--- config.mk ---
export PLATFORM = sky130hd
export DESIGN_NAME = sram_port_arbiter
export DESIGN_NICKNAME = d
export VERILOG_FILES = /design/src/rtl/sram_port_arbiter_pkg.sv /design/src/rtl/sram_port_arbiter.sv
export SDC_FILE = /design/constraint.sdc
export NUM_CORES = 1
export LEC_CHECK = 0
export BUFFER_PORTS_ARGS = -buffer_cell sky130_fd_sc_hd__buf_2
export CORE_MARGIN = 3
export CORE_UTILIZATION = 44
export CTS_BUF_LIST = sky130_fd_sc_hd__clkbuf_2
export DETAILED_ROUTE_END_ITERATION = 7
export PLACE_DENSITY = 0.77
export SETUP_SLACK_MARGIN = 0.2
export SYNTH_ARGS = -nofsm -noshare
export SYNTH_HDL_FRONTEND = slang
export SYNTH_SLANG_ARGS = --single-unit
--- constraint.sdc ---
create_clock -name clk -period 2.07 [get_ports clk]
set_clock_uncertainty 0.2 [all_clocks]
set_input_delay 0.414 -clock clk [delete_from_list [all_inputs] [get_ports clk]]
set_output_delay 0.414 -clock clk [all_outputs]
set_load 0.02 [all_outputs]
--- src/rtl/sram_port_arbiter_pkg.sv ---
// sram_port_arbiter_pkg: shared bus types, SRAM control constants and arbiter encodings
package sram_port_arbiter_pkg;
  localparam logic CHIP_ENABLE = 1'b1;
  localparam logic CHIP_DISABLE = 1'b0;
  localparam logic WRITEABLE = 1'b1;
  localparam logic UNWRITEABLE = 1'b0;
  localparam logic [31:0] ZERO_WORD = 32'h0000_0000;
  typedef logic [31:0] data_bus_t;
  typedef logic [31:0] data_addr_bus_t;
  typedef enum logic [1:0] {ARB_IDLE = 2'd0, ARB_ACCESS = 2'd1, ARB_RESP = 2'd2} arb_state_t;
  typedef enum logic {ARB_OWNER_INST = 1'b0, ARB_OWNER_DATA = 1'b1} arb_owner_t;
endpackage

--- src/rtl/sram_port_arbiter.sv ---
// sram_port_arbiter: shares one single-ported SRAM between instruction fetch and the MEM-stage data port,
// with programmable wait states and a bounded data-priority run so fetch cannot starve.
module sram_port_arbiter
  import sram_port_arbiter_pkg::*;
#(
  parameter int WAIT_CYCLES = 1,
  parameter int MAX_DATA_RUN = 4
) (
  input  logic        clk,
  input  logic        rst,
  input  logic        inst_ce_i,
  input  logic [31:0] inst_addr_i,
  output logic [31:0] inst_data_o,
  output logic        inst_ready_o,
  input  logic        data_ce_i,
  input  logic        data_we_i,
  input  logic [3:0]  data_sel_i,
  input  logic [31:0] data_addr_i,
  input  logic [31:0] data_wdata_i,
  output logic [31:0] data_rdata_o,
  output logic        data_ready_o,
  output logic        stallreq_o,
  output logic        sram_ce_o,
  output logic        sram_we_o,
  output logic [3:0]  sram_sel_o,
  output logic [31:0] sram_addr_o,
  output logic [31:0] sram_wdata_o,
  input  logic [31:0] sram_rdata_i
);
  localparam logic [3:0] WAIT_LOAD = 4'(WAIT_CYCLES);
  localparam logic [3:0] RUN_MAX = 4'(MAX_DATA_RUN);
  arb_state_t state, state_nxt;
  arb_owner_t owner;
  logic [3:0] wait_cnt, run_cnt;
  logic acc_we;
  logic [3:0] acc_sel;
  data_addr_bus_t acc_addr;
  data_bus_t acc_wdata;
  logic fetch_win, grant, in_access;
  always_comb begin
    fetch_win = inst_ce_i & (~data_ce_i | (run_cnt == RUN_MAX));
    grant = (state == ARB_IDLE) & (inst_ce_i | data_ce_i);
    in_access = state == ARB_ACCESS;
    state_nxt = state == ARB_IDLE ? (grant ? ARB_ACCESS : ARB_IDLE) :
                state == ARB_ACCESS ? (wait_cnt == 4'd0 ? ARB_RESP : ARB_ACCESS) : ARB_IDLE;
  end
  always_ff @(posedge clk or negedge rst) begin
    if (!rst) state <= ARB_IDLE;
    else state <= state_nxt;
  end
  // Run counter only grows while fetch is actually waiting behind a data grant.
  always_ff @(posedge clk or negedge rst) begin
    if (!rst) begin
      owner <= ARB_OWNER_INST;
      wait_cnt <= 4'd0;
      run_cnt <= 4'd0;
      acc_we <= UNWRITEABLE;
      acc_sel <= 4'd0;
      acc_addr <= ZERO_WORD;
      acc_wdata <= ZERO_WORD;
      inst_data_o <= ZERO_WORD;
      data_rdata_o <= ZERO_WORD;
    end else if (grant) begin
      owner <= fetch_win ? ARB_OWNER_INST : ARB_OWNER_DATA;
      acc_we <= fetch_win ? UNWRITEABLE : data_we_i;
      acc_sel <= fetch_win ? 4'hF : data_sel_i;
      acc_addr <= fetch_win ? inst_addr_i : data_addr_i;
      acc_wdata <= fetch_win ? ZERO_WORD : data_wdata_i;
      wait_cnt <= WAIT_LOAD;
      run_cnt <= (fetch_win | ~inst_ce_i) ? 4'd0 : (run_cnt == RUN_MAX ? run_cnt : run_cnt + 4'd1);
    end else if (in_access) begin
      if (wait_cnt != 4'd0) wait_cnt <= wait_cnt - 4'd1;
      else if (acc_we == UNWRITEABLE && owner == ARB_OWNER_INST) inst_data_o <= sram_rdata_i;
      else if (acc_we == UNWRITEABLE) data_rdata_o <= sram_rdata_i;
    end
  end
  always_comb begin
    inst_ready_o = (state == ARB_RESP) & (owner == ARB_OWNER_INST);
    data_ready_o = (state == ARB_RESP) & (owner == ARB_OWNER_DATA);
    stallreq_o = (inst_ce_i & ~inst_ready_o) | (data_ce_i & ~data_ready_o);
    sram_ce_o = in_access ? CHIP_ENABLE : CHIP_DISABLE;
    sram_we_o = in_access ? acc_we : UNWRITEABLE;
    sram_sel_o = in_access ? acc_sel : 4'd0;
    sram_addr_o = in_access ? acc_addr : ZERO_WORD;
    sram_wdata_o = in_access ? acc_wdata : ZERO_WORD;
  end
endmodule
# --- Word-level counts from Yosys, hierarchy flattened ---
# Cells that the tools add are included.
word_totals:
  latchBits: 0
  output_inout_bits: 137
  memories: 0
  mem_bits_rw: 0
  register_bits: 144
  romBits: 0
op_classes:
  n_shift: 0
  magnitude_cmp: 0
  n_reduce_logical: 10
  n_eq_ne: 4
  n_mul: 0
  n_addsub: 2
  bitwise: 19
  n_mux: 19
  div_mod_pow: 0
ops:
  columns: ["cell", "n"]
  rows:
  - ["2-to-1 mux 32 bit", 4]
  - ["2-to-1 mux 4 bit", 7]
  - ["NOT 1 bit", 9]
  - ["AND 1 bit", 6]
  - ["2-to-1 mux 2 bit", 3]
  - ["2-to-1 mux 1 bit", 5]
  - ["AND reduction 5 bit", 1]
  - ["adder 4 x 1 -> 4 bit (second input constant)", 1]
  - ["equality test 4 x 3 -> 1 bit (second input constant)", 1]
  - ["zero test 4 bit", 1]
  - ["bitwise OR 1 bit", 4]
  - ["AND reduction 2 bit", 2]
  - ["AND reduction 4 bit", 1]
  - ["nonzero test 2 bit", 2]
  - ["nonzero test 4 bit", 1]
  - ["subtractor 4 x 1 -> 4 bit (second input constant)", 1]
  - ["equality test 2 x 1 -> 1 bit (second input constant)", 1]
  - ["equality test 2 bit (second input constant)", 1]
  - ["zero test 2 bit", 1]
  - ["!= test 2 bit (second input constant)", 1]
  - ["logical AND 1 bit", 1]

# --- Longest topological paths before layout ---
depth:
  word_depth: 6
  depth_mapped: 7
  ltp_nobuf: 6

# --- Worst setup path after synthesis ---
# No wires, ideal clock.
synth_timing:
  kind: "reg2reg"
  start: "reg wait_cnt[0]"
  end: "reg data_rdata_o[10]"
  setup_ns: 0.128
  slack_ns: -0.115
  path_buffers: 1
  stages_incl_launch_ff: 8
  t_arrival_ns: 1.857
  t_required_ns: 1.742
  synth_period_minus_slack_ns: 2.185
  path_cell_list: "dfrtp_1 inv_1 ha_1 or3b_4 nor3b_4 nand3b_2 buf_6 mux2_1"
synth_via:
  elab_chain_len: 3
synth_rtl:
  columns: ["item", "line", "rtl"]
  rows:
  - ["from (decl)", "sram_port_arbiter.sv:34", "logic [3:0] wait_cnt, run_cnt;"]
  - ["from (signal assigned)", "sram_port_arbiter.sv:72", "if (wait_cnt != 4'd0) wait_cnt <= wait_cnt - 4'd1;"]
  - ["nonzero test 4 bit", "sram_port_arbiter.sv:72", null]
  - ["NOT 1 bit (no source line)", null, null]
  - ["AND reduction 5 bit (no source line)", null, null]
  - ["to (signal assigned)", "sram_port_arbiter.sv:74", "else if (acc_we == UNWRITEABLE) data_rdata_o <= sram_rdata_i;"]
  - ["to (decl)", "sram_port_arbiter.sv:20", "output logic [31:0] data_rdata_o,"]
# No other way between the ends.
# A chain may end at the register's enable or synchronous reset.

# --- Worst setup path after layout ---
layout_timing:
  start: "reg state[1]"
  end: "out sram_addr_o[22]"
layout_via:
  elab_chain_len: 2
layout_rtl:
  columns: ["item", "line", "rtl"]
  rows:
  - ["from (decl)", "sram_port_arbiter.sv:32", "arb_state_t state, state_nxt;"]
  - ["from (signal assigned)", "sram_port_arbiter.sv:49", "else state <= state_nxt;"]
  - ["equality test 2 x 1 -> 1 bit", "sram_port_arbiter.sv:43", "in_access = state == ARB_ACCESS;"]
  - ["2-to-1 mux 32 bit", "sram_port_arbiter.sv:84", "sram_addr_o = in_access ? acc_addr : ZERO_WORD;"]
  - ["to (decl)", "sram_port_arbiter.sv:26", "output logic [31:0] sram_addr_o,"]
# No other way between the ends.

==> impl_metrics.toml <==
[routing]
drc = 0
vias = 7114
viasPerCell = 5.92
ant_nets = 0
wl_um = 34000
drt_first_pass_iters = 5
detail_route.wl_per_cell_um = 28.3
drtIter0Drc = 810

[power]
p_seq_share_pct = 26.2
power_uw = 20800
p_sw_share_pct = 43.8
switchingPower_uw = 9120
p_leak_uw = 0.00589
p_int_uw = 11700
vdd_drop_max_v = 0.00106
clock_power_share_pct = 8.4
power.density_mw_per_mm2 = 1730
comb_power_share_pct = 65.5

[critical_path]
crit_buf_inv = 3
cp_data_required_time_ns = 1.46
cp-endpoint = "sram_addr_o[22]"
cp_common_cell = "buf_6"
start_kind = "register"
arrival_ns = 2.10
cp_max_fo = 5
cp_slowest_cell = "dfrtp_2"
crit_chain = "nor2b_4 -> buf_12 -> buf_6 -> and2_1 -> buf_6"
ff2ff_path_depth = 8
path_depth = 5
critPathMaxStageDelay_ns = 0.51
crit_start = "state[1]"
worstReg2RegStart = "wait_cnt[1]"
reg2reg_to = "data_rdata_o[9]"
crit_type = "register to output port"
crit_family = "flip-flops"
r2r_setup_slack_ns = -0.45
cp-end-kind = "output port"

[floorplan]
die_area_sq_mm = 0.0153
die_w_um = 124
fp-row-count = 42
start_util_pct = 45.5
dieHeight_um = 124
ioPinCount = 274
core_area_sq_mm = 0.0133

[grt]
grt_overflow = 0
grt_antenna_before_repair = 4
grt_pass1_wl_um = 38600
grt_start_max_net_pins = 57
grt_pass1_vias = 7068
grt_usage_pct = 34.1

[timing]
fmax_mhz = 369
setup_ws_ns = -0.644
setup_viol = 153
fin_crit_ns = 2.71
hold_violations = 0
min_period_over_period_pct = 131
worst_pin_slew_ns = 0.481
relSlewSlack_pct = 68.0
maxSlewViolCount = 0
grt_setup_unrepaired = "true"
fin_tns_setup_ns = -64.93

[yosys]
syn_area_per_cell_sq_um = 12.2
async_flop_share_pct = 100
syn_inst = 497
synth_nets = 637
syn-cell-area_sq_mm = 0.00608
yosysWarnings = 0
ys.flop_type = "dfrtp_1"
synth-seq-area-share_pct = 59.3
ys_ff_latch = 144
synth_edf_count = 0
synth_cell_types = 35

[cells_and_area]
final_nets = 1149
seq_area_sq_mm = 0.00361
drive_gt1_share_pct = 57.6
layout_commonest_cell = "buf_2"
area_delta_synth_final_pct = 98.6
layout_common_cells = "buf_2, dfrtp_1, dlygate4sd3_1"
multi_input_area_sq_mm = 0.00294
fill_cells = 433
final_cell_area_sq_mm = 0.0121
final_cells = 1201

[clock_network]
numCtsBuffers = 17
clockRootBuffer = "clkbuf_2"
cts_sinks = 144
clk_path_buf_depth = 2
cts_tree = "yes"
clk_latency_ns = 0.75
ctsHtreeMaxLevel = 4
clk_pin_slew_ns = 0.27

[placement]
hpwl_um = 11500
placed_area_sq_mm = 0.00781
routabilityCongestion = 0.819
dp.cells = 931
io_buffers = 273

[run_status]
failed_checks = "negative setup slack"
status = "finished, violations left"

[run]
cap_violations = 0

[hold_path]
hold_path.class = "primary input to register"
## registers in the layout, summed over array words and instances, names as in the netlist
register / cells
acc_addr: 32
acc_sel: 4
acc_wdata: 32
acc_we: 1
data_rdata_o: 32
inst_data_o: 32
owner: 1
run_cnt: 4
state: 2
wait_cnt: 4
## power by group through the flow
stage	combinational [uW]	clock, uW	sequential, uW
finish	13600	1740	5460
global route	14100	1850	5500
CTS	10300	1640	4990
detailed placement	7110	0	4930
global placement	6900	0	4880
floorplan	3860	0	5560
## how the worst min path moves through the flow
stage / cells after the start / endpoint / from / slack (ns)
after floorplan: 0 / acc_addr[0] / rst / -0.08
after global placement: 1 / data_rdata_o[27] / rst / 0.13
after detailed placement: 1 / data_rdata_o[27] / rst / 0.14
after CTS: 5 / run_cnt[2] / data_ce_i / 0.02
after global routing: 5 / acc_addr[7] / data_ce_i / 0.14
final: 4 / acc_sel[3] / data_ce_i / 0.15
## synthesized netlist by cell type (4+ instances only)
master    instances  area, sq um
nand3_1           4         20.0
buf_2             5         25.0
mux2_1           30          338
o22a_1            4         35.0
a21oi_1          32          160
inv_1            38          143
nor2_1            6         22.5
mux2_2           36          405
a22o_1           34          298
nand2_1           9         33.8
dfrtp_1         144         3600
o22ai_1          32          200
clkbuf_1         24         90.1
and2_1           69          432
## tightest hold or removal path, cell delays in order
cell	delay [ns]
buf_2	0.16
nand3_4	0.17
buf_16	0.20
o22a_1	0.15
## routing by layer
metal  wire [um]  vias up  GRT usage [%]
li1            -     2774              -
met1       11200     3427           36.2
met2       16400      662           58.6
met3        3200      247           8.05
met4        3130        4           26.0
met5          51        -              0
## kinds of logic after synthesis
family | synth area share, %
AND/OR/NAND/NOR | 10.3
buffers and inverters | 4.80
adder cells (fa/ha/maj) | 0.618
flip-flops | 59.3
AO/OA/AOI/OAI | 12.6
multiplexers | 12.2
XOR/XNOR | 0.144
## stage by stage
| step | util, % | hold WS (ns) | setup slack (ns) |
|---|---|---|---|
| floorplan | - | -0.0816 | -0.0622 |
| global placement | 58.5 | 0.131 | -0.104 |
| detailed placement | 58.5 | 0.137 | -0.174 |
| CTS | 81.7 | 0.0220 | -0.551 |
| global route | 90.4 | 0.139 | -0.649 |
| finish | 90.4 | 0.148 | -0.644 |
## layout make-up
class | count | share of cell area [%]
Timing Repair Buffer | 524 | 40.7
Sequential cell | 144 | 29.9
Antenna cell | 3 | 0.0622
Tap cell | 176 | 1.83
Clock buffer | 17 | 0.705
Inverter | 38 | 1.18
Multi-Input combinational cell | 284 | 24.4
Clock inverter | 15 | 1.23
## timing repair
| action | CTS | global route |
|---|---|---|
| hold endpoints to repair | 280 | 0 |
| setup endpoints to repair | 236 | 280 |
| resized for setup | 264 | 153 |
| hold buffers | 137 | 0 |
| buffers inserted | 34 | 40 |
| pin swaps | 5 | 87 |
| cloned | 14 | 10 |
No activity file was read; power rests on OpenSTA's default activity.
